===== src/rtl/alu_pkg.sv =====
// Shared types and constants for the ALU sequencer: opcodes, FSM states and
// datapath widths, plus small opcode-classification helpers.
package alu_pkg;

    localparam int DATA_W  = 9;
    localparam int INSTR_W = 13;

    typedef enum logic [3:0] {
        OP_AND  = 4'b0000,
        OP_OR   = 4'b0001,
        OP_XOR  = 4'b0010,
        OP_ADD  = 4'b0011,
        OP_SHL  = 4'b0100,
        OP_SHR  = 4'b0101,
        OP_MOV  = 4'b0110,
        OP_SUB  = 4'b0111,
        OP_ADDI = 4'b1000,
        OP_SUBI = 4'b1001,
        OP_MOVI = 4'b1010,
        OP_NOP  = 4'b1011,
        OP_ILL0 = 4'b1100,
        OP_ILL1 = 4'b1101,
        OP_ILL2 = 4'b1110,
        OP_HALT = 4'b1111
    } opcode_e;

    typedef enum logic [2:0] {
        S_FETCH,
        S_DECODE,
        S_EXEC,
        S_WB,
        S_HALT
    } state_e;

    function automatic logic writes_rf(input opcode_e op);
        return op <= OP_MOVI;
    endfunction

    function automatic logic uses_imm(input opcode_e op);
        return (op == OP_ADDI) || (op == OP_SUBI) || (op == OP_MOVI);
    endfunction

    function automatic logic is_illegal(input opcode_e op);
        return (op == OP_ILL0) || (op == OP_ILL1) || (op == OP_ILL2);
    endfunction

endpackage


===== src/rtl/alu_regfile.sv =====
// Architectural register file: NREGS x DATA_W, two operand read ports, a debug
// read port and one synchronous write port. Out-of-range indices read as zero.
module alu_regfile
    import alu_pkg::*;
#(
    parameter int NREGS = 4
) (
    input  logic              clk,
    input  logic              rst_n,
    input  logic [1:0]        ra_addr,
    output logic [DATA_W-1:0] ra_data,
    input  logic [1:0]        rb_addr,
    output logic [DATA_W-1:0] rb_data,
    input  logic [1:0]        dbg_addr,
    output logic [DATA_W-1:0] dbg_data,
    input  logic              we,
    input  logic [1:0]        waddr,
    input  logic [DATA_W-1:0] wdata
);

    logic [DATA_W-1:0] rf [NREGS];

    always_ff @(posedge clk or negedge rst_n) begin
        if (!rst_n) begin
            for (int i = 0; i < NREGS; i++) begin
                rf[i] <= '0;
            end
        end else begin
            for (int i = 0; i < NREGS; i++) begin
                if (we && int'(waddr) == i) begin
                    rf[i] <= wdata;
                end
            end
        end
    end

    // Mux by comparison so any NREGS works with the fixed 2-bit instruction fields.
    always_comb begin
        ra_data  = '0;
        rb_data  = '0;
        dbg_data = '0;
        for (int i = 0; i < NREGS; i++) begin
            if (int'(ra_addr) == i)  ra_data  = rf[i];
            if (int'(rb_addr) == i)  rb_data  = rf[i];
            if (int'(dbg_addr) == i) dbg_data = rf[i];
        end
    end

endmodule


===== src/rtl/alu_sequencer.sv =====
// Non-pipelined instruction sequencer: fetches, decodes, drives an external ALU
// and writes back, one instruction every four cycles plus fetch wait.
module alu_sequencer
    import alu_pkg::*;
#(
    parameter int PC_W  = 8,
    parameter int NREGS = 4
) (
    input  logic               clk,
    input  logic               rst_n,
    output logic               imem_req,
    output logic [PC_W-1:0]    imem_addr,
    input  logic               imem_ack,
    input  logic [INSTR_W-1:0] imem_data,
    output logic [3:0]         alu_op,
    output logic [DATA_W-1:0]  alu_a,
    output logic [DATA_W-1:0]  alu_b,
    input  logic [DATA_W-1:0]  alu_out,
    output logic               halted,
    output logic               illegal,
    input  logic [1:0]         dbg_sel,
    output logic [DATA_W-1:0]  dbg_data
);

    state_e             state, state_nxt;
    logic [PC_W-1:0]    pc;
    logic [INSTR_W-1:0] ir;
    logic [DATA_W-1:0]  res;
    logic [DATA_W-1:0]  rf_a, rf_b;
    logic               fetch_req;
    logic               rf_we;
    opcode_e            ir_op;
    logic [1:0]         ir_rd, ir_rs;
    logic [4:0]         ir_imm;

    assign ir_op  = opcode_e'(ir[12:9]);
    assign ir_rd  = ir[8:7];
    assign ir_rs  = ir[6:5];
    assign ir_imm = ir[4:0];

    // Gate with rst_n so the request drops the moment reset asserts, even
    // though the reset state itself is FETCH.
    assign imem_req  = fetch_req & rst_n;
    assign imem_addr = pc;

    alu_regfile #(.NREGS(NREGS)) u_regfile (
        .clk      (clk),
        .rst_n    (rst_n),
        .ra_addr  (ir_rd),
        .ra_data  (rf_a),
        .rb_addr  (ir_rs),
        .rb_data  (rf_b),
        .dbg_addr (dbg_sel),
        .dbg_data (dbg_data),
        .we       (rf_we),
        .waddr    (ir_rd),
        .wdata    (res)
    );

    always_ff @(posedge clk or negedge rst_n) begin
        if (!rst_n) begin
            state <= S_FETCH;
        end else begin
            state <= state_nxt;
        end
    end

    always_comb begin
        state_nxt = state;
        fetch_req = 1'b0;
        rf_we     = 1'b0;
        case (state)
            S_FETCH: begin
                fetch_req = 1'b1;
                if (imem_ack) state_nxt = S_DECODE;
            end
            S_DECODE: state_nxt = (ir_op == OP_HALT) ? S_HALT : S_EXEC;
            S_EXEC:   state_nxt = S_WB;
            S_WB: begin
                rf_we     = writes_rf(ir_op);
                state_nxt = S_FETCH;
            end
            S_HALT:   state_nxt = S_HALT;
            default:  state_nxt = S_FETCH;
        endcase
    end

    // alu_op is only non-NOP during EXEC: loaded leaving DECODE, cleared leaving EXEC.
    always_ff @(posedge clk or negedge rst_n) begin
        if (!rst_n) begin
            pc      <= '0;
            ir      <= '0;
            res     <= '0;
            alu_a   <= '0;
            alu_b   <= '0;
            alu_op  <= OP_NOP;
            halted  <= 1'b0;
            illegal <= 1'b0;
        end else begin
            case (state)
                S_FETCH: begin
                    if (imem_ack) begin
                        ir <= imem_data;
                        pc <= pc + PC_W'(1);
                    end
                end
                S_DECODE: begin
                    if (ir_op == OP_HALT) begin
                        halted <= 1'b1;
                    end else begin
                        alu_a  <= rf_a;
                        alu_b  <= uses_imm(ir_op) ? {4'b0000, ir_imm} : rf_b;
                        alu_op <= is_illegal(ir_op) ? OP_NOP : ir_op;
                        if (is_illegal(ir_op)) illegal <= 1'b1;
                    end
                end
                S_EXEC: begin
                    res    <= alu_out;
                    alu_op <= OP_NOP;
                end
                default: ;
            endcase
        end
    end

endmodule


===== config.mk =====
export PLATFORM = sky130hd
export DESIGN_NAME = alu_sequencer
export DESIGN_NICKNAME = d
export VERILOG_FILES = /design/src/rtl/alu_pkg.sv /design/src/rtl/alu_regfile.sv /design/src/rtl/alu_sequencer.sv
export SDC_FILE = /design/constraint.sdc
export NUM_CORES = 1
export LEC_CHECK = 0
export CORE_MARGIN = 8
export CORE_UTILIZATION = 50
export DETAILED_ROUTE_END_ITERATION = 10
export GPL_TIMING_DRIVEN = 0
export HOLD_SLACK_MARGIN = 0.06
export PLACE_DENSITY_LB_ADDON = 0.12
export SYNTH_ARGS = -nofsm -noshare
export SYNTH_HDL_FRONTEND = slang
export SYNTH_SLANG_ARGS = --single-unit

===== constraint.sdc =====
create_clock -name clk -period 2 [get_ports clk]
set_input_delay 0.4 -clock clk [delete_from_list [all_inputs] [get_ports clk]]
set_output_delay 0.4 -clock clk [all_outputs]
set_load 0.01 [all_outputs]

==> metrics.cfg, run 1 <==
[finish]
nets=410
drive_gt1_share_pct=37.7
syn2layout_area_growth_pct=23.7
register_area_um2=2330
multi_input_area_um2=2070
fillers=724
diodes=0
final_util_pct=62.4

[synth]
ys_dominant_reg_cell=dfrtp_1
synthTopCellsByCount=90 x dfrtp_1, 49 x mux2_2, 27 x mux4_2
synth.area.top_cells=dfrtp_1 49%, mux4_2 13%, mux2_2 12%
async_flop_share_pct=100
seq_area_frac_synth_pct=51.2
yosys_warnings=0
synth_fp_nets=323
synthDistinctLibCells=43
synth.top_cell.area_share_pct=49.5
synth_area_leader_cell=dfrtp_1
synth_edf_count=0
synthesis.area_um2=4550
synth_seq_cells=93
post-synth-top-count-cell=dfrtp_1
syn_avg_cell_area_um2=15.4
syn_inst=295

[timing]
setup_viol=0
whs_ps=37.4
finalCritPeriodShare_pct=97.6
fin_crit_ps=1950
rsz0062_at_grt=no
hold_viol=0
drv_slew=0
worst_clock_skew_ps=8.86
tightest_slew_ps=709
max_freq_mhz=512
relSlewSlack_pct=52.8

[setup_path]
cp-end-kind=output port
path_class=reg -> out
arrival_ps=1550
worstPathMaxFanout=3
cp-start-kind=flip-flop
required_ps=1600

[power_and_ir_drop]
pwr_density_cell_nw_per_um2=1640
ir_worst_vdd_v=0.000693
p_leak_uw=0.00238

[die]
die_area_um2=12400
core_area_um2=9020
die_w_um=111
start_util_pct=50.5
ioPinCount=69
die_h_um=111
core.rowCount=35

[clock_tree]
tritoncts=yes
clockBufferDepth=2
path_clk_slew_ps=90
cts_root_buffer=clkbuf_8
cts-htree-levels=3
cts_buffers=9
cts.sinks=93
clkLatencyLatePin_ps=360

[global_route]
grt_max_degree=62
grt_pass1_wl_mm=16.4
grt_antenna_before_repair=0
globalRoute.totalOverflow=0
track_usage_pct=16.7
grt_pass1_vias=3032

[route]
wl_met2_mm=4.81
wl_met1_mm=4.42
wl_per_cell_um=20.0
dr_wl_met3_um=528
top_layer=met4
ant_nets=0
dr.pass1.iters=4
first_iter_violations=97
routed_wl_mm=9.91
drc=0
dr_total_vias=2834
via_per_inst=5.71

[run_status]
outcome=complete, no violations

[min_path]
min_path_type=in -> async

[placement]
place_hpwl_mm=6.79
io_buffers=66
place_congestion=0.791

[flow_run]
maxCapViolCount=0

registers in the layout, indices dropped and copies added, names as in the netlist:
name          cells
alu_op            4
imem_addr         8
alu_b             9
u_regfile.rf     36
ir               13
halted            1
alu_a             9
res               9
illegal           1
state             3
critical path: stages, from the launching register on:
cell	delay [ps]
dfrtp_1	400
mux4_2	490
dlygate4sd2_1	300
what timing repair did:
item | 4_1_cts | 5_1_grt
setup endpoints to repair | 10 | 7
setup buffers | 0 | 7
cloned | 0 | 0
hold endpoints to repair | 29 | 0
resized for setup | 12 | 2
hold buffers | 2 | 0
cell type report:
| cell class | count | share of cell area, % |
|---|---|---|
| clock buffers | 12 | 2.58 |
| multi-input cells | 176 | 36.8 |
| plain buffers | 21 | 2.33 |
| inverters | 5 | 0.333 |
| well taps | 111 | 2.47 |
| repair buffers | 76 | 13.5 |
| flip-flops and latches | 93 | 41.4 |
| clock inverters | 2 | 0.622 |
per-stage QoR:
stage	instances	area [um2]	TNS, ps	worst slack (ps)	power [uW]
after floorplan	295	4550	0	377	6490
after global placement	472	5350	-281150	-3450	7980
after detailed placement	473	5380	-2730	-239	8080
after CTS	489	5580	0	14.3	9230
after global routing	496	5630	0	0.286	9850
final	496	5630	0	48.3	9240
layer usage:
metal	track usage, %	vias up
met2	26.4	62
met1	21.4	1460
met3	5.00	14
met5	0	-
met4	6.04	0
li1	-	1298
cells by family after synthesis:
group	after synthesis	synth area share (%)
compound gates	37	7.17
flops	93	51.2
xor+xnor	7	1.35
simple gates	37	5.36
buf+inv	26	3.22
fa+ha+maj	1	0.275
mux	94	31.4
layout by cell type (no fill, tap or decap), types with 5 or more instances in the layout:
| master | count |
|---|---|
| dfrtp_1 | 90 |
| clkdlybuf4s50_1 | 55 |
| mux2_2 | 49 |
| mux4_2 | 27 |
| mux2_4 | 18 |
| buf_4 | 13 |
| o21ai_0 | 10 |
| clkbuf_8 | 10 |
| buf_2 | 9 |
| dlygate4sd2_1 | 8 |
| nand4_1 | 7 |
| o211ai_1 | 6 |
| xnor2_1 | 6 |
| clkbuf_1 | 5 |
| nand3_1 | 5 |
final timing paths:
check                                      endpoint  depth (start not counted)                         from  slack [ps]
setup / recovery                        dbg_data[5]                          2  u_regfile.rf[5]$_DFFE_PN0P_          50
hold / removal                   ir[11]$_DFFE_PN0P_                          2                        rst_n          40
setup reg to reg               alu_a[5]$_DFFE_PN0P_                          5           ir[11]$_DFFE_PN0P_         180
hold reg to reg            imem_addr[7]$_DFFE_PN0P_                          1     imem_addr[7]$_DFFE_PN0P_         470
max in group asynchronous  imem_addr[3]$_DFFE_PN0P_                          3                        rst_n        1060
min in group clk           imem_addr[7]$_DFFE_PN0P_                          1     imem_addr[7]$_DFFE_PN0P_         470
where the power goes:
part	leakage [uW]	total (uW)	switching, uW	internal, uW
registers	0.00114	3510	731	2770
logic	0.00115	4520	1860	2660
clock network	0.0000923	1220	621	598
total	0.00238	9240	3210	6030
No activity file was read; power rests on OpenSTA's default activity.
==> inputs of run 2 (changes only) <==
--- a/config.mk
+++ b/config.mk
@@ -14,3 +14,4 @@
 export SYNTH_ARGS = -nofsm -noshare
 export SYNTH_HDL_FRONTEND = slang
 export SYNTH_SLANG_ARGS = --single-unit
+export TNS_END_PERCENT = 30
==> metrics.cfg, run 2 (synthesized netlist as in run 1, its figures left out) <==
[run_status]
outcome=complete, no violations

[setup_path]
cp-start-kind=flip-flop
required_ps=1600  ; about the same
cp_num_buf_inv=1  ; unchanged
worstPathMaxFanout=4  ; +1
arrival_ps=1550  ; about the same
path_class=reg -> out
crit_slowest_cell=mux4_2
critical_path.cell_chain=mux4_2 > dlygate4sd2_1
slowest_delay_ps=490  ; about the same
cp-end-kind=output port
critPathTopFamily=multiplexers

[timing]
rsz0062_at_grt=no
worst_clock_skew_ps=8.85  ; -0.0127 ps
relSlewSlack_pct=51.6  ; -1.2 points
whs_ps=38.0  ; +0.538 ps
tightest_slew_ps=726  ; +17.4 ps
max_freq_mhz=513  ; about the same
drv_slew=0  ; unchanged
hold_viol=0  ; unchanged
setup_viol=0  ; unchanged
fin_crit_ps=1950  ; -1.41 ps
finalCritPeriodShare_pct=97.5  ; about the same

[route]
dr_total_vias=2803  ; -1.1%
ant_nets=0  ; unchanged
via_per_inst=5.71  ; about the same
routed_wl_mm=9.89  ; -0.22%
first_iter_violations=92  ; -5.2%
drc=0  ; unchanged
dr.pass1.iters=4  ; unchanged
wl_per_cell_um=20.1  ; +0.79%

[finish]
diodes=0  ; unchanged
postLayoutCellArea_um2=5600  ; -0.58%
reg.largest.list=u_regfile.rf: 36 flops, ir: 13 flops
final_common_cell=dfrtp_1
fillers=727  ; +0.41%
top_register=u_regfile.rf
nets=405  ; -1.2%
drive_gt1_share_pct=36.8  ; -0.82 points
syn2layout_area_growth_pct=23.0
layout_common_cells=90 x dfrtp_1, 55 x clkdlybuf4s50_1, 49 x mux2_2, 27 x mux4_2, 18 x mux2_4
final_cells=491  ; -1.0%
largest_reg_flops=36  ; unchanged

[clock_tree]
clkLatencyLatePin_ps=360  ; about the same
cts_root_buffer=clkbuf_8
path_clk_slew_ps=90  ; about the same
cts_buffers=9  ; unchanged
tritoncts=yes
cts.sinks=93  ; unchanged
cts-htree-levels=3  ; unchanged
clockBufferDepth=2  ; unchanged

[die]
core_area_um2=9020  ; unchanged
die_area_um2=12400  ; unchanged
die_w_um=111  ; unchanged
ioPinCount=69  ; unchanged
start_util_pct=50.5  ; unchanged
die_h_um=111  ; unchanged
core.rowCount=35  ; unchanged

[flow_run]
maxCapViolCount=0  ; unchanged

[global_route]
grt_max_degree=62  ; unchanged
track_usage_pct=16.7  ; unchanged
grt_pass1_wl_mm=16.4  ; unchanged
globalRoute.totalOverflow=0  ; unchanged
grt_antenna_before_repair=0  ; unchanged
grt_pass1_vias=3032  ; unchanged

[power_and_ir_drop]
p_leak_uw=0.00235  ; -1.3%
pwr_density_cell_nw_per_um2=1640  ; about the same
ir_worst_vdd_v=0.000694  ; +0.10%

[placement]
io_buffers=66  ; unchanged
dp.cells=473  ; unchanged
place_congestion=0.791  ; unchanged
dpl_cell_area_um2=5380  ; unchanged
place_hpwl_mm=6.79  ; unchanged

[min_path]
min_path_type=in -> async

==> run 2: routing by layer <==
| layer | part of all wire [%] | track usage [%] |
|---|---|---|
| met5 | 0 | 0 |
| met4 | 1.2 | 6.04 |
| met3 | 5.2 | 5.00 |
| met2 | 49 | 26.4 |
| met1 | 45 | 21.4 |
==> run 2: worst register-to-register path, delay by kind of cell, from the launching register on <==
| family | cells | cell delay (ps) |
|---|---|---|
| and+or+nand+nor | 2 | 600 |
| buffers and inverters | 2 | 460 |
| DFF | 1 | 320 |
| muxes | 1 | 320 |
==> run 2: per-stage QoR <==
stage / total power, uW / setup TNS [ps] / setup WS, ps / utilization (%)
final: 9190 / 0 / 49.7 / 62.1
after global routing: 9780 / 0 / 0.286 / 62.1
after CTS: 9230 / 0 / 14.3 / 61.8
after detailed placement: 8080 / -2730 / -239 / 59.6
after global placement: 7980 / -281150 / -3450 / 59.3
after floorplan: 6490 / 0 / 377 / -
==> run 2: repair_timing <==
item | 4_1_cts | 5_1_grt
setup buffers | 0 | 2
resized for setup | 12 | 6
hold buffers | 2 | 0
hold endpoints to repair | 29 | 0
endpoints found under the setup margin | 10 | 7
pin swaps | 0 | 0
==> run 2: cell type report <==
cell class	count	area (um2)	share of cell area, %
clock inverters	2	35.0	0.626
inverters	5	18.8	0.335
well taps	111	139	2.48
clock buffers	12	145	2.59
plain buffers	21	131	2.35
repair buffers	71	726	13.0
multi-input cells	176	2070	37.0
flip-flops and latches	93	2330	41.6
==> run 2: final timing paths <==
check	startpoint	depth (start not counted)	end	slack (ps)
max in group asynchronous	rst_n	3	imem_addr[3]$_DFFE_PN0P_	1060
max reg2reg	ir[11]$_DFFE_PN0P_	5	alu_a[5]$_DFFE_PN0P_	180
max	u_regfile.rf[13]$_DFFE_PN0P_	2	dbg_data[4]	50
min in group clk	imem_addr[7]$_DFFE_PN0P_	1	imem_addr[7]$_DFFE_PN0P_	470
min reg2reg	imem_addr[7]$_DFFE_PN0P_	1	imem_addr[7]$_DFFE_PN0P_	470
min	rst_n	2	ir[11]$_DFFE_PN0P_	40
==> run 2: power by group <==
part | switching, uW | total [uW] | internal, uW
clock network | 621 | 1220 | 598
logic | 1840 | 4450 | 2610
registers | 741 | 3510 | 2770
